File: src/rtl/flt2fix_seq.sv
// flt2fix_seq: sequential binary16 -> 16-bit fixed-point converter.
// Acts as a byte-wide bus master beside data_mem. It reads NUM_OPS little-endian
// half-float operands from SRC_BASE, converts each one to fixed point with
// FRAC_BITS fraction bits, and writes the results little-endian to DST_BASE.
// The result is sign-magnitude or two's complement, chosen per run by tc_mode.
// Optional build macro FLT2FIX_ROUND_EN: when it is defined, the bits shifted
// out are rounded half-to-even instead of truncated. Latency does not change.

module flt2fix_seq #(
    parameter int FRAC_BITS = 8,
    parameter int NUM_OPS   = 1,
    parameter int SRC_BASE  = 4,
    parameter int DST_BASE  = 6,
    parameter int ADDR_W    = 8
) (
    input  logic              clk,
    input  logic              reset,
    input  logic              start,
    input  logic              tc_mode,
    output logic              done,
    output logic              busy,
    output logic [7:0]        sat_cnt,
    output logic [ADDR_W-1:0] mem_addr,
    output logic              mem_rd_en,
    input  logic [7:0]        mem_rd_data,
    output logic              mem_wr_en,
    output logic [7:0]        mem_wr_data
);

    typedef enum logic [2:0] {
        S_IDLE,
        S_RD_LO,
        S_RD_HI,
        S_CAP,
        S_CALC,
        S_WR_LO,
        S_WR_HI,
        S_DONE
    } state_t;

    // The exponent at which the mantissa integer needs no shift: e_eff - 25 + FRAC_BITS == 0
    localparam logic [5:0]        BIAS_OFF = 6'(25 - FRAC_BITS);
    localparam logic [ADDR_W-1:0] SRC_A    = ADDR_W'(SRC_BASE);
    localparam logic [ADDR_W-1:0] DST_A    = ADDR_W'(DST_BASE);
    localparam logic [ADDR_W-1:0] ONE_A    = ADDR_W'(1);
    localparam logic [6:0]        LAST_OP  = 7'(NUM_OPS - 1);

    state_t      state_q, state_d;
    logic        start_q;
    logic        tcMode_q, tcMode_d;
    logic [6:0]  opIdx_q, opIdx_d;
    logic [7:0]  loByte_q, loByte_d;
    logic [7:0]  hiByte_q, hiByte_d;
    logic [15:0] result_q, result_d;
    logic [7:0]  satCnt_q, satCnt_d;

    logic [ADDR_W-1:0] opOff;
    logic [ADDR_W-1:0] srcAddr;
    logic [ADDR_W-1:0] dstAddr;
    logic              lastOp;
    logic              launch;

    logic [15:0] fWord;
    logic        sgn;
    logic [4:0]  expo;
    logic [4:0]  expEff;
    logic [5:0]  expEff6;
    logic [10:0] mant;
    logic [41:0] mantWide;
    logic [5:0]  shAmt;
    logic [41:0] magWide;
    logic [41:0] magRnd;
    logic        roundUp;
    logic        convSat;
    logic [14:0] convMag;
    logic [15:0] magS;
    logic [15:0] negS;
    logic [15:0] convResult;
`ifdef FLT2FIX_ROUND_EN
    logic        halfBit;
    logic        sticky;
    logic [41:0] stickyMask;
`endif

    // Operand and result addresses advance two bytes per operand and wrap with the address width
    always_comb begin
        opOff   = ADDR_W'({opIdx_q, 1'b0});
        srcAddr = SRC_A + opOff;
        dstAddr = DST_A + opOff;
        lastOp  = (opIdx_q == LAST_OP);
        launch  = start_q && !start;
    end

    // Half-float decode, scale by a power of two, optional rounding, then clamp and format
    always_comb begin
        fWord      = {hiByte_q, loByte_q};
        sgn        = fWord[15];
        expo       = fWord[14:10];
        mant       = {(expo != 5'd0), fWord[9:0]};
        expEff     = (expo == 5'd0) ? 5'd1 : expo;
        expEff6    = {1'b0, expEff};
        mantWide   = {31'd0, mant};
        shAmt      = 6'd0;
        magWide    = 42'd0;
        roundUp    = 1'b0;
`ifdef FLT2FIX_ROUND_EN
        halfBit    = 1'b0;
        sticky     = 1'b0;
        stickyMask = 42'd0;
`endif
        if (expEff6 >= BIAS_OFF) begin
            shAmt   = expEff6 - BIAS_OFF;
            magWide = mantWide << shAmt;
        end else begin
            shAmt   = BIAS_OFF - expEff6;
            magWide = mantWide >> shAmt;
`ifdef FLT2FIX_ROUND_EN
            halfBit    = mantWide[shAmt - 6'd1];
            stickyMask = (42'd1 << (shAmt - 6'd1)) - 42'd1;
            sticky     = |(mantWide & stickyMask);
            roundUp    = halfBit && (sticky || magWide[0]);
`endif
        end
        magRnd     = magWide + {41'd0, roundUp};
        convSat    = (expo == 5'h1F) || (magRnd > 42'h7FFF);
        convMag    = convSat ? 15'h7FFF : magRnd[14:0];
        magS       = {1'b0, convMag};
        negS       = (~magS) + 16'd1;
        if (tcMode_q) begin
            convResult = sgn ? negS : magS;
        end else begin
            convResult = {sgn, convMag};
        end
    end

    // Next-state and bus control: one read per operand byte, one write per result byte
    always_comb begin
        state_d     = state_q;
        tcMode_d    = tcMode_q;
        opIdx_d     = opIdx_q;
        loByte_d    = loByte_q;
        hiByte_d    = hiByte_q;
        result_d    = result_q;
        satCnt_d    = satCnt_q;
        done        = 1'b0;
        busy        = (state_q != S_IDLE);
        mem_addr    = '0;
        mem_rd_en   = 1'b0;
        mem_wr_en   = 1'b0;
        mem_wr_data = 8'd0;
        sat_cnt     = satCnt_q;
        case (state_q)
            S_IDLE: begin
                if (launch) begin
                    state_d  = S_RD_LO;
                    opIdx_d  = 7'd0;
                    satCnt_d = 8'd0;
                    tcMode_d = tc_mode;
                end
            end
            S_RD_LO: begin
                mem_rd_en = 1'b1;
                mem_addr  = srcAddr;
                state_d   = S_RD_HI;
            end
            S_RD_HI: begin
                mem_rd_en = 1'b1;
                mem_addr  = srcAddr + ONE_A;
                loByte_d  = mem_rd_data;
                state_d   = S_CAP;
            end
            S_CAP: begin
                hiByte_d = mem_rd_data;
                state_d  = S_CALC;
            end
            S_CALC: begin
                result_d = convResult;
                if (convSat && (satCnt_q != 8'hFF)) begin
                    satCnt_d = satCnt_q + 8'd1;
                end
                state_d = S_WR_LO;
            end
            S_WR_LO: begin
                mem_wr_en   = 1'b1;
                mem_addr    = dstAddr;
                mem_wr_data = result_q[7:0];
                state_d     = S_WR_HI;
            end
            S_WR_HI: begin
                mem_wr_en   = 1'b1;
                mem_addr    = dstAddr + ONE_A;
                mem_wr_data = result_q[15:8];
                if (lastOp) begin
                    state_d = S_DONE;
                end else begin
                    opIdx_d = opIdx_q + 7'd1;
                    state_d = S_RD_LO;
                end
            end
            S_DONE: begin
                done    = 1'b1;
                state_d = S_IDLE;
            end
            default: begin
                state_d = S_IDLE;
            end
        endcase
    end

    // State and datapath registers; reset abandons any run in progress
    always_ff @(posedge clk) begin
        if (reset) begin
            state_q  <= S_IDLE;
            start_q  <= 1'b0;
            tcMode_q <= 1'b0;
            opIdx_q  <= 7'd0;
            loByte_q <= 8'd0;
            hiByte_q <= 8'd0;
            result_q <= 16'd0;
            satCnt_q <= 8'd0;
        end else begin
            state_q  <= state_d;
            start_q  <= start;
            tcMode_q <= tcMode_d;
            opIdx_q  <= opIdx_d;
            loByte_q <= loByte_d;
            hiByte_q <= hiByte_d;
            result_q <= result_d;
            satCnt_q <= satCnt_d;
        end
    end

endmodule

File: config.mk
export PLATFORM = sky130hd
export DESIGN_NAME = flt2fix_seq
export DESIGN_NICKNAME = d
export VERILOG_FILES = /design/src/rtl/flt2fix_seq.sv
export SDC_FILE = /design/constraint.sdc
export NUM_CORES = 1
export LEC_CHECK = 0
export ABC_AREA = 1
export CORE_AREA = 2 2 97 99
export CTS_CLUSTER_DIAMETER = 30
export DETAILED_ROUTE_END_ITERATION = 8
export DIE_AREA = 0 0 99 101
export GPL_TIMING_DRIVEN = 0
export PLACE_DENSITY_LB_ADDON = 0.1
export SLEW_MARGIN = 40
export SYNTH_ARGS = -nofsm -noshare
export SYNTH_HDL_FRONTEND = slang
export SYNTH_SLANG_ARGS = --single-unit
File: constraint.sdc
create_clock -name clk -period 5.6 [get_ports clk]
set_input_delay 1.12 -clock clk [delete_from_list [all_inputs] [get_ports clk]]
set_output_delay 1.12 -clock clk [all_outputs]
set_load 0.01 [all_outputs]
# Yosys cells after proc, flatten, opt, wreduce, memory -nomap -nowiden
# Cells that the tools add are included.
# word_totals
reg_bits	52
latch_bits	0
mem_bits_rw	0
rom_bits	0
in_bits	12
out_inout_bits	28
mem_count	0
# classes
add_sub_neg	9
mul	0
n_div	0
magnitude_cmp	2
n_eq_ne	12
shifts	2
muxes	19
bitwise_logic	1
reduce_logical	16
# op_table
operator	count
$gt 42x15->1 const B	1
$mux 42	1
$shl 11x6->42	1
$shr 11x6->42	1
$mux 16	2
$pmux 8 s2	2
$pmux 8 s4	1
$add 8x1->8 const B	3
$pmux 3 s8	1
$add 16x1->16 const B	1
$add 3x8->8 const A	2
$mux 8	2
$not 15->16	1
$mux 15	1
$mux 7	2
$pmux 7 s2	1
$eq 3x3->1 const B	4
$ne 8x8->1 const B	1
$add 7x1->7 const B	1
$logic_not 7->1	1
$eq 3x2->1 const B	2
$mux 3	2
$ne 2x2->1 const B	3
$reduce_and 3->1	2
other kinds (17)	22

# Logic depth before layout (Yosys ltp)
# Gate-level depths: netlist of run 1.
# depth
ltp_word	12
depth_mapped	35
ltp_nobuf	33

# Least setup slack after synthesis of run 1
# No wires, ideal clock.
# synth_path
path_kind	reg-to-reg
startpoint	register hiByte_q[3]
endpoint	register result_q[14]
setup_time_ns	0.109
t_arrival_ns	3.986
required_ns	5.491
path_slack_ns	1.505
stages_incl_launch_ff	33
n_path_buf	3
period_less_slack_ns	4.095
path_cell_list	dfxtp_1 > inv_2 > nand3_2 > nand2_4 > buf_8 > inv_1 > ha_1 > xnor2_2 > inv_2 > buf_2 > nand2_1 > nand2_1 > o21ai_1 > nand3_1 > nand2_1 > nand3_2 > nor2_8 > nand2_2 > buf_6 > or2_2 > inv_1 > ha_1 > inv_1 > nor2_1 > nand4_1 > nand2_1 > nand2_1 > nor2_4 > nand3_1 > nand2_1 > nand3_1 > nand2_1 > inv_1
# synth_between
elab_chain_len	12
word_cells_on_any_way	17
cone_classes	3 x add/sub; 2 x order compare; 1 x eq/ne; 2 x shift; 5 x mux; 1 x bitwise; 3 x reduce/logical
# synth_lines
element	line	source
start, declared	53	logic [7:0] hiByte_q, hiByte_d;
start signal, assigned	227	hiByte_q <= hiByte_d;
$logic_not 5->1	100	expEff = (expo == 5'd0) ? 5'd1 : expo;
$mux 5	100	
$sub 5x5->6 (on tied branches)	115, 112	
$shr 11x6->42 / $shl 11x6->42 (equally long branches)	116, 113	
$mux 42	111	if (expEff6 >= BIAS_OFF) begin
$gt 42x15->1	125	convSat = (expo == 5'h1F) || (magRnd > 42'h7FFF);
$logic_or 1x1->1	125	
$mux 15 *	126	convMag = convSat ? 15'h7FFF : magRnd[14:0];
$not 15->16	128	negS = (~magS) + 16'd1;
$add 16x1->16	128	
$mux 16	130	convResult = sgn ? negS : magS;
$mux 16 *	129	if (tcMode_q) begin
end signal, assigned	228	result_q <= result_d;
end, declared	54	logic [15:0] result_q, result_d;
# Mark *: on every way between the ends. The rest lies on a longest branch, timed or not.
# A chain may end at the register's enable or synchronous reset.

# Worst setup path in the final report of run 1
# layout_path
startpoint	register hiByte_q[3]
endpoint	register result_q[12]
# Same word-level chain as after synthesis.

==> out/qor.log, run 1 <==
qor: worst_setup_path.worstSetupEndpointType register
qor: worst_setup_path.critical_path_class reg -> reg
qor: synth.yosys_warnings 0
qor: grt.first_global_vias 4,763
qor: synth.syn-cell-area 4500 sq um
qor: final_layout.final_layout_size_suffix_gt1_share 6.87%
qor: routing.dr.pass1.iters 7
qor: synth.synth_seq_cells 52
qor: synth.synth_async_sr_flop_share 0%
qor: worst_setup_path.worst_ep_required_time 5.81 ns
qor: routing.routedWlPerCell 14.2 microns
qor: power_and_ir_drop.power.static_leakage 2.42 nW
qor: worst_setup_path.reg2reg_from hiByte_q[3]
qor: synth.ys_types 45
qor: clock_network.tritoncts done
qor: placement.hpwlAfterDp 10,400 microns
qor: floorplan.floorplan.die.width 99 microns
qor: synth.synth_sequential_area_ratio 23.1%
qor: clock_network.cts_repair_resize_count 0
qor: routing.initialDrtViolationCount 426
qor: routing.viasPerCell 5.56
qor: worst_setup_path.r2r_cells 32
qor: routing.drt_wl_total 13,000 microns
qor: timing.rsz_0062_raised_after_global_routing false
qor: power_and_ir_drop.powerDensity 296 nW/um^2
qor: clock_network.cts-root-to-sink-buffers 2
qor: synth.yosys-top-cells-area sky130_fd_sc_hd__dfxtp_1 (23%), sky130_fd_sc_hd__nand2_1 (15%), sky130_fd_sc_hd__nand3_1 (10%)
qor: synth.synth_top_area_share 23.1%
qor: grt.number_of_antenna_violations_at_the_first_check_in_global_routing 0
qor: placement.routabilityCongestion 1.00
qor: floorplan.core-area 8980 sq um
qor: final_layout.stdcell_area 5130 sq um
qor: timing.fmax 203 MHz
qor: timing.post-route-worst-setup-slack 0.666 ns
qor: grt.gr-usage-all-layers 26.6%
qor: timing.max_slew.worst_pin.slew 0.777 ns
qor: grt.grt_start_max_net_pins 17
qor: final_layout.n_antenna_cell 0
qor: timing.fin_setup_tns 0 ns
qor: grt.grt_overflow 0
qor: placement.port_buffers 39
qor: final_layout.final_core_util 57.1%
qor: routing.routed-via-count 5,069
qor: worst_setup_path.critical_path.n_buffers_inverters 9
qor: outcome.run_status finished clean
qor: clock_network.cts.sink_count 52
qor: synth.yosys-top-cells-count sky130_fd_sc_hd__nand2_1 (184), sky130_fd_sc_hd__inv_1 (106), sky130_fd_sc_hd__nand3_1 (91), sky130_fd_sc_hd__nor2_1 (66), sky130_fd_sc_hd__o21ai_0 (55)
qor: synth.synthesized_nets 777
qor: clock_network.clk_latency 0.30 ns
qor: timing.drv_slew 0
qor: worst_setup_path.timing.critical_path.fanout_max 14
qor: worst_hold_path.worstHoldPathType reg -> reg
qor: worst_setup_path.endpoint result_q[12]
qor: power_and_ir_drop.power 1.52 mW
qor: worst_setup_path.crit_start hiByte_q[3]
qor: timing.finalHoldViolCount 0
qor: synth.synthFlopType sky130_fd_sc_hd__dfxtp_1
qor: worst_setup_path.crit_path_leading_delay_family simple AND/OR/NAND/NOR gates
qor: synth.synth.most_common_cell sky130_fd_sc_hd__nand2_1
qor: worst_setup_path.critical-path-slowest-cell sky130_fd_sc_hd__xnor2_2
qor: clock_network.cts.clk_slew.worst_paths 0.10 ns
qor: job.maxCapViolations 0
qor: worst_setup_path.ff2ff_setup_slack 0.67 ns
qor: routing.count_of_antenna_violating_nets_left_after_detailed_routing 0
qor: grt.global_route_wire_length_before_repair 22,100 microns
qor: final_layout.final_net_count 823
qor: synth.synth-edff-count 0
qor: synth.netlist_instances 754
qor: floorplan.start_util 50.2%
qor: clock_network.tritoncts.num_buffers 5
qor: power_and_ir_drop.ir_drop 155 uV
qor: clock_network.htree_levels 2
qor: placement.placement.setup.worst_slack 0.723 ns
qor: worst_hold_path.min_from result_q[3]
qor: synth.avgSynthCellArea 5.97 sq um
qor: floorplan.die_height 101 microns
qor: clock_network.cts_root_buf sky130_fd_sc_hd__clkbuf_8
qor: final_layout.syn_to_final_growth 13.9%
qor: synth.yosysTopAreaCell sky130_fd_sc_hd__dfxtp_1
qor: timing.timing.clock.skew 0.00585 ns
qor: timing.min_period_over_period 88.1%
qor: clock_network.cts_hold_repair.buffers 0
qor: floorplan.floorplan.rows 35
qor: placement.placement.cell_area 5030 sq um
qor: worst_setup_path.timing.critical_path.slowest_cell_delay 0.44 ns
qor: worst_setup_path.crit_top_cell sky130_fd_sc_hd__nand2_1
qor: timing.setup_failing_eps_final 0
qor: timing.timing.final.crit_period 4.93 ns
qor: worst_setup_path.path_depth 32
qor: floorplan.dieArea 10000 sq um
qor: floorplan.top_level_ports 40
qor: worst_setup_path.worst_r2r_endpoint result_q[12]
qor: worst_setup_path.critical_path_arrival 5.15 ns
qor: timing.slew_headroom 47.7%
qor: routing.detail_route.drc_violations 0
qor: clock_network.post-cts-setup-buffers 0
qor: worst_setup_path.start_kind register
==> cells by family after synthesis <==
family	after synthesis	share of synthesized area (%)
AND/OR/NAND/NOR	396	40.4
adder cells (fa/ha/maj)	11	3.06
XOR/XNOR	13	2.70
buffers and inverters	136	12.4
flip-flops	52	23.1
AO/OA/AOI/OAI	146	18.3
==> power by group <==
part | internal [mW] | switching (mW)
combinational | 0.285 | 0.585
sequential | 0.399 | 0.0186
clock | 0.101 | 0.128
total | 0.785 | 0.732
==> through the flow <==
stage | instances | hold slack (ns)
floorplan | 754 | 0.432
global placement | 904 | 0.450
detailed placement | 904 | 0.460
CTS | 912 | 0.475
global route | 912 | 0.504
finish | 912 | 0.477
==> area by class of cell <==
class / count / area, sq um
Buffer: 25 / 140
Clock inverter: 2 / 13.8
Timing Repair Buffer: 39 / 390
Multi-Input combinational cell: 566 / 2900
Sequential cell: 52 / 1040
Clock buffer: 6 / 82.6
Tap cell: 111 / 139
Inverter: 111 / 419
Fill cell: 904 / 3850
==> registers in the layout (all words and copies together) (netlist names) <==
register  count
sat_cnt       8
hiByte_q      8
loByte_q      8
tcMode_q      1
start_q       1
opIdx_q       7
result_q     16
state_q       3
==> worst min path at each step <==
stage	endpoint	slack, ns	cells after the start
after floorplan	result_q[3]	0.43	2
after global placement	result_q[3]	0.45	2
after detailed placement	result_q[3]	0.46	2
after CTS	result_q[3]	0.47	2
after global routing	result_q[3]	0.50	2
final	result_q[3]	0.48	2
==> placed cells by master, fill, tap and decap left out, drive strengths merged <==
cell           instances
nor2                  74
o211ai                11
nor3                   8
clkdlybuf4s50         39
ha                    11
buf                   12
nor4                   1
nand3                 97
nand3b                 3
or2                    2
o21ai                 62
a211oi                 1
clkbuf                19
nand4                 17
o211a                  1
o221ai                 1
o32ai                  1
a22o                   1
a31oi                  2
xor2                  10
inv                  112
a21oi                 53
dfxtp                 52
clkinv                 1
nand2                194
xnor2                  3
o2111ai                1
o22ai                 11
a221oi                 1
==> worst min-delay path: cells and delay by family (launching register included) <==
kind,cells,cell delay [ns]
buf+inv,1,0.06
flops,1,0.31
compound gates,1,0.06
==> routing by layer <==
layer | track usage (%) | part of all wire (%) | vias up
met5 | 0 | 0 | -
met4 | 6.74 | 1.8 | 0
met3 | 3.19 | 4.9 | 24
met2 | 42.9 | 45 | 158
met1 | 37.7 | 48 | 2318
li1 | - | - | 2569
Power figures use the tool's default switching activity.
==> run 2, diff against run 1 <==
--- a/config.mk
+++ b/config.mk
@@ -12,6 +12,7 @@
 export DIE_AREA = 0 0 99 101
 export GPL_TIMING_DRIVEN = 0
 export PLACE_DENSITY_LB_ADDON = 0.1
+export SETUP_SLACK_MARGIN = 0.4
 export SLEW_MARGIN = 40
 export SYNTH_ARGS = -nofsm -noshare
 export SYNTH_HDL_FRONTEND = slang
==> out/qor.log, run 2 (synthesis gave the netlist of run 1 again) <==
qor: worst_setup_path.critical_path_arrival 4.91 ns [-0.24 ns]
qor: final_layout.final.fill_count 899 [-0.55%]
qor: timing.drv_slew 0 [unchanged]
qor: timing.finalHoldViolCount 0 [unchanged]
qor: clock_network.cts_root_buf sky130_fd_sc_hd__clkbuf_8
qor: floorplan.floorplan.die.width 99 microns [unchanged]
qor: power_and_ir_drop.power 1.53 mW [+0.66%]
qor: clock_network.htree_levels 2 [unchanged]
qor: power_and_ir_drop.powerDensity 296 nW/um^2 [+0.12%]
qor: clock_network.cts-root-to-sink-buffers 2 [unchanged]
qor: power_and_ir_drop.power.share.combinational 57.6% [+0.3 points]
qor: worst_setup_path.crit_path_leading_delay_family simple AND/OR/NAND/NOR gates
qor: clock_network.tritoncts done
qor: worst_setup_path.worst_ep_required_time 5.81 ns [about the same]
qor: worst_setup_path.start_kind register
qor: grt.grt_start_max_net_pins 17 [unchanged]
qor: routing.count_of_antenna_violating_nets_left_after_detailed_routing 0 [unchanged]
qor: clock_network.clk_latency 0.30 ns [about the same]
qor: grt.global_route_wire_length_before_repair 22,100 microns [unchanged]
qor: final_layout.final_cell_mix sky130_fd_sc_hd__nand2_1 (184), sky130_fd_sc_hd__inv_1 (106), sky130_fd_sc_hd__nand3_1 (91), sky130_fd_sc_hd__nor2_1 (66), sky130_fd_sc_hd__o21ai_0 (55)
qor: worst_setup_path.timing.critical_path.slowest_cell_delay 0.39 ns [-0.05 ns]
qor: final_layout.final_net_count 824 [+0.12%]
qor: routing.viasPerCell 5.56 [about the same]
qor: grt.grt_overflow 0 [unchanged]
qor: outcome.run_status finished clean
qor: grt.first_global_vias 4,763 [unchanged]
qor: clock_network.cts_hold_repair.buffers 0 [unchanged]
qor: placement.placement.cell_area 5030 sq um [unchanged]
qor: timing.max_slew.worst_pin.slew 0.796 ns [+0.0184 ns]
qor: final_layout.stdcell_area 5160 sq um [+0.54%]
qor: power_and_ir_drop.ir_drop 155 uV [-0.36%]
qor: final_layout.n_antenna_cell 0 [unchanged]
qor: placement.port_buffers 39 [unchanged]
qor: final_layout.final_core_util 57.4% [+0.31 points]
qor: power_and_ir_drop.power.switching_fraction 48.0% [-0.21 points]
qor: power_and_ir_drop.intPower 794 uW [+1.1%]
qor: worst_setup_path.critical-path-slowest-cell sky130_fd_sc_hd__dfxtp_1
qor: clock_network.cts.sink_count 52 [unchanged]
qor: placement.hpwlAfterDp 10,400 microns [unchanged]
qor: worst_setup_path.critical_path_class reg -> reg
qor: timing.fin_setup_tns 0 ns [unchanged]
qor: final_layout.syn_to_final_growth 14.5%
qor: grt.number_of_antenna_violations_at_the_first_check_in_global_routing 0 [unchanged]
qor: floorplan.floorplan.rows 35 [unchanged]
qor: floorplan.die_height 101 microns [unchanged]
qor: floorplan.core-area 8980 sq um [unchanged]
qor: grt.gr-usage-all-layers 26.6% [unchanged]
qor: timing.rsz_0062_raised_after_global_routing false
qor: floorplan.top_level_ports 40 [unchanged]
qor: final_layout.largest_register_ffs 16 [unchanged]
qor: routing.routed-via-count 5,079 [+0.20%]
qor: placement.dpl.cell_count 904 [unchanged]
qor: power_and_ir_drop.power.switching 733 uW [+0.23%]
qor: power_and_ir_drop.power.static_leakage 2.43 nW [+0.57%]
qor: power_and_ir_drop.p_seq_share 27.4% [about the same]
qor: power_and_ir_drop.power.clock.fraction 15.0% [about the same]
qor: timing.fmax 213 MHz [+5.1%]
qor: timing.min_period_over_period 83.8% [-4.3 points]
qor: clock_network.cts.clk_slew.worst_paths 0.10 ns [about the same]
qor: worst_setup_path.timing.critical_path.fanout_max 10 [-4]
qor: placement.routabilityCongestion 1.00 [unchanged]
qor: final_layout.regMostFlops result_q
qor: routing.dr.pass1.iters 5 [-2]
qor: worst_setup_path.critical_path.n_buffers_inverters 8 [-1]
qor: routing.detail_route.drc_violations 0 [unchanged]
qor: timing.timing.clock.skew 0.00588 ns [+0.0000385 ns]
qor: worst_setup_path.crit_top_cell sky130_fd_sc_hd__nand2_1
qor: timing.slew_headroom 46.5% [-1.2 points]
qor: floorplan.dieArea 10000 sq um [unchanged]
qor: timing.timing.final.crit_period 4.69 ns [-0.240 ns]
qor: final_layout.most_frequent_standard_cell_in_the_layout_excluding_fill_and_tap_cells sky130_fd_sc_hd__nand2_1
qor: final_layout.final_cells 913 [+0.11%]
qor: worst_setup_path.worstSetupEndpointType register
qor: final_layout.final_layout_size_suffix_gt1_share 7.36% [+0.49 points]
qor: routing.initialDrtViolationCount 395 [-7.3%]
qor: job.maxCapViolations 0 [unchanged]
qor: floorplan.start_util 50.2% [unchanged]
qor: clock_network.tritoncts.num_buffers 5 [unchanged]
qor: worst_hold_path.worstHoldPathType reg -> reg
qor: routing.drt_wl_total 13,000 microns [+0.10%]
qor: timing.setup_failing_eps_final 0 [unchanged]
qor: routing.routedWlPerCell 14.2 microns [about the same]
## run 2: metrics by stage
step / hold WS (ns) / setup slack (ns)
after global routing: 0.504 / 0.422
final: 0.477 / 0.906
after detailed placement: 0.460 / 0.723
after global placement: 0.450 / 0.778
after floorplan: 0.432 / 1.51
after CTS: 0.475 / 0.689
## run 2: timing repair
item                       4_1_cts  5_1_grt
gates resized for setup          0        6
setup buffers                    0        1
setup endpoints to repair        0        5
## run 2: final timing paths
path	startpoint	to	slack [ns]	cells after the start
max	hiByte_q[4]	result_q[12]	0.91	31
min	result_q[3]	result_q[3]	0.48	2
min reg2reg	result_q[3]	result_q[3]	0.48	2
max reg2reg	hiByte_q[4]	result_q[12]	0.91	31
## run 2: final cells by class
| cell class | count | area [sq um] | share of cell area, % |
|---|---|---|---|
| Timing Repair Buffer | 40 | 398 | 7.72 |
| Sequential cell | 52 | 1040 | 20.2 |
| Clock buffer | 6 | 82.6 | 1.60 |
| Multi-Input combinational cell | 566 | 2920 | 56.6 |
| Buffer | 25 | 143 | 2.77 |
| Clock inverter | 2 | 13.8 | 0.267 |
| Inverter | 111 | 422 | 8.18 |
| Tap cell | 111 | 139 | 2.69 |
## run 2: worst register-to-register path, delay by kind of cell, from the launching register on
kind	cells	cell delay, ns
AND/OR/NAND/NOR	18	2.30
buffers and inverters	8	0.88
adder cells (fa/ha/maj)	2	0.42
AO/OA/AOI/OAI	2	0.41
flip-flops	1	0.39
XOR/XNOR	1	0.21
## run 2: power by group through the flow
stage	clock network [mW]	registers, mW	logic [mW]
finish	0.229	0.418	0.879
global route	0.255	0.422	0.980
CTS	0.238	0.417	0.851
detailed placement	0	0.426	0.847
global placement	0	0.425	0.836
floorplan	0	0.421	0.636
## run 2: routing by layer
layer | global-route usage, % | part of all wire (%)
met5 | 0 | 0
met4 | 6.74 | 1.8
met3 | 3.19 | 4.6
met2 | 42.9 | 45
met1 | 37.7 | 48
==> run 3, diff against run 2 <==
==> constraint.sdc (replaced) <==
create_clock -name clk -period 4.5 [get_ports clk]
set_input_delay 0.9 -clock clk [delete_from_list [all_inputs] [get_ports clk]]
set_output_delay 0.9 -clock clk [all_outputs]
set_load 0.01 [all_outputs]
==> out/qor.log, run 3 (synthesis gave the netlist of run 1 again) <==
qor: worst_setup_path.reg2reg_from hiByte_q[5]
qor: clock_network.tritoncts.num_buffers 5 [unchanged]
qor: worst_setup_path.crit_top_cell sky130_fd_sc_hd__nand2_1
qor: clock_network.cts_root_buf sky130_fd_sc_hd__clkbuf_8
qor: worst_setup_path.start_kind register
qor: worst_setup_path.critical_path.n_buffers_inverters 7 [-1]
qor: final_layout.syn_to_final_growth 25.3%
qor: clock_network.cts-root-to-sink-buffers 2 [unchanged]
qor: placement.hpwlAfterDp 10,400 microns [unchanged]
qor: worst_setup_path.critical_path_arrival 4.15 ns [-0.76 ns]
qor: worst_setup_path.critical-path-slowest-cell sky130_fd_sc_hd__dfxtp_4
qor: floorplan.die_height 101 microns [unchanged]
qor: floorplan.core-area 8980 sq um [unchanged]
qor: routing.routed-via-count 5,217 [+2.7%]
qor: grt.first_global_vias 4,898 [+2.8%]
qor: worst_setup_path.worstSetupEndpointType register
qor: power_and_ir_drop.powerDensity 374 nW/um^2 [+26%]
qor: timing.min_period_over_period 87.4% [+3.6 points]
qor: worst_setup_path.timing.critical_path.slowest_cell_delay 0.38 ns [about the same]
qor: worst_setup_path.timing.critical_path.fanout_max 7 [-3]
qor: final_layout.regMostFlops result_q
qor: grt.grt_start_max_net_pins 17 [unchanged]
qor: grt.number_of_antenna_violations_at_the_first_check_in_global_routing 0 [unchanged]
qor: routing.initialDrtViolationCount 425 [+7.6%]
qor: power_and_ir_drop.intPower 1.11 mW [+40%]
qor: final_layout.final.fill_count 841 [-6.5%]
qor: clock_network.clk_latency 0.30 ns [about the same]
qor: power_and_ir_drop.ir_drop 203 uV [+32%]
qor: timing.timing.final.crit_period 3.93 ns [-0.762 ns]
qor: timing.timing.clock.skew 0.00315 ns [-0.00273 ns]
qor: routing.dr.pass1.iters 5 [unchanged]
qor: clock_network.cts.clk_slew.worst_paths 0.10 ns [about the same]
qor: final_layout.n_antenna_cell 0 [unchanged]
qor: grt.gr-usage-all-layers 27.4% [+0.82 points]
qor: placement.port_buffers 39 [unchanged]
qor: worst_setup_path.ff2ff_setup_slack 0.57 ns [-0.34 ns]
qor: final_layout.final_net_count 847 [+2.8%]
qor: clock_network.htree_levels 2 [unchanged]
qor: worst_hold_path.timing.hold.worst_path_depth 2 [unchanged]
qor: worst_setup_path.r2r_cells 32 [+3.2%]
qor: power_and_ir_drop.power 2.11 mW [+38%]
qor: final_layout.final_cell_mix sky130_fd_sc_hd__nand2_1 (167), sky130_fd_sc_hd__inv_1 (100), sky130_fd_sc_hd__nand3_1 (74), sky130_fd_sc_hd__nor2_1 (62), sky130_fd_sc_hd__o21ai_0 (55)
qor: grt.grt_overflow 0 [unchanged]
qor: final_layout.most_frequent_standard_cell_in_the_layout_excluding_fill_and_tap_cells sky130_fd_sc_hd__nand2_1
qor: power_and_ir_drop.power.switching 999 uW [+36%]
qor: floorplan.dieArea 10000 sq um [unchanged]
qor: power_and_ir_drop.power.clock.fraction 13.7% [-1.3 points]
qor: floorplan.floorplan.rows 35 [unchanged]
qor: worst_setup_path.crit_path_leading_delay_family simple AND/OR/NAND/NOR gates
qor: grt.global_route_wire_length_before_repair 22,700 microns [+2.8%]
qor: routing.routedWlPerCell 14.7 microns [+3.3%]
qor: worst_setup_path.critical_path_class reg -> reg
qor: worst_hold_path.min_from result_q[3]
qor: timing.setup_failing_eps_final 0 [unchanged]
qor: clock_network.tritoncts done
qor: clock_network.cts.sink_count 52 [unchanged]
qor: worst_setup_path.worst_r2r_endpoint result_q[12]
qor: worst_setup_path.worst_ep_required_time 4.71 ns [-1.10 ns]
qor: power_and_ir_drop.power.switching_fraction 47.4% [-0.67 points]
qor: timing.max_slew.worst_pin.slew 0.786 ns [-0.00927 ns]
qor: timing.drv_slew 0 [unchanged]
qor: timing.slew_headroom 47.1% [+0.62 points]
qor: floorplan.top_level_ports 40 [unchanged]
qor: final_layout.final_layout_size_suffix_gt1_share 16.2% [+8.9 points]
qor: final_layout.largest_register_ffs 16 [unchanged]
qor: routing.detail_route.drc_violations 0 [unchanged]
qor: outcome.run_status finished clean
qor: routing.count_of_antenna_violating_nets_left_after_detailed_routing 0 [unchanged]
qor: routing.viasPerCell 5.57 [+0.19%]
qor: worst_hold_path.worstHoldEndpoint result_q[3]
qor: power_and_ir_drop.power.share.combinational 61.7% [+4.1 points]
qor: floorplan.start_util 50.2% [unchanged]
qor: clock_network.cts_hold_repair.buffers 0 [unchanged]
qor: timing.fmax 254 MHz [+19%]
qor: power_and_ir_drop.p_seq_share 24.7% [-2.7 points]
qor: floorplan.floorplan.die.width 99 microns [unchanged]
qor: placement.placement.cell_area 5030 sq um [unchanged]
qor: job.maxCapViolations 0 [unchanged]
qor: placement.routabilityCongestion 1.00 [unchanged]
qor: timing.rsz_0062_raised_after_global_routing true
qor: final_layout.final_core_util 62.8% [+5.4 points]
qor: power_and_ir_drop.power.static_leakage 2.64 nW [+8.2%]
qor: final_layout.stdcell_area 5640 sq um [+9.4%]
qor: routing.drt_wl_total 13,700 microns [+5.9%]
qor: worst_hold_path.worstHoldPathType reg -> reg
qor: timing.finalHoldViolCount 0 [unchanged]
[run 3: worst max path at each step]
stage	start	to	cells after the start
floorplan	hiByte_q[3]	result_q[14]	32
global placement	hiByte_q[3]	result_q[8]	31
detailed placement	hiByte_q[3]	result_q[14]	32
CTS	hiByte_q[4]	result_q[8]	33
global route	hiByte_q[5]	result_q[14]	32
finish	hiByte_q[5]	result_q[12]	32
[run 3: final cells by class]
cell class                      instances  area, sq um  share of cell area [%]
Clock buffer                            6         82.6                    1.46
Buffer                                 25          171                    3.04
Clock inverter                          2         13.8                   0.244
Tap cell                              111          139                    2.46
Inverter                              111          429                    7.61
Multi-Input combinational cell        566         3150                    55.8
Sequential cell                        52         1060                    18.7
Timing Repair Buffer                   63          601                    10.6
[run 3: power groups by stage]
stage	Clock, mW	Combinational [mW]	Sequential, mW
5_1_grt	0.316	1.43	0.524
6_report	0.288	1.30	0.520
4_1_cts	0.296	1.16	0.520
3_5_place_dp	0	1.05	0.530
3_3_place_gp	0	1.04	0.529
2_1_floorplan	0	0.791	0.524
[run 3: per-layer routing]
| layer | global-route usage, % | wire (microns) | vias up | part of all wire, % |
|---|---|---|---|---|
| li1 | - | - | 2618 | - |
| met1 | 38.4 | 6380 | 2393 | 46 |
| met2 | 44.8 | 6370 | 179 | 46 |
| met3 | 2.77 | 714 | 27 | 5.2 |
| met4 | 7.80 | 283 | 0 | 2.1 |
| met5 | 0 | 0 | - | 0 |
[run 3: worst min-delay path, stage by stage (launching register included)]
cell                       delay (ns)
sky130_fd_sc_hd__dfxtp_1         0.31
sky130_fd_sc_hd__inv_1           0.06
sky130_fd_sc_hd__a211oi_1        0.06
[run 3: through the flow]
stage	hold WS, ns	std cells	worst slack, ns	TNS, ns
3_3_place_gp	0.450	904	-0.322	-1.39
3_5_place_dp	0.460	904	-0.377	-1.60
5_1_grt	0.504	936	0.317	0
6_report	0.477	936	0.567	0
4_1_cts	0.475	928	0.397	0
2_1_floorplan	0.432	754	0.405	0
[run 3: what timing repair did]
| item | in CTS | in global routing |
|---|---|---|
| endpoints found under the hold margin | 0 | 0 |
| endpoints found under the setup margin | 8 | 6 |
| resized for setup | 36 | 53 |
| setup buffers | 16 | 6 |
| pin swaps | 12 | 27 |
| cloned | 0 | 2 |
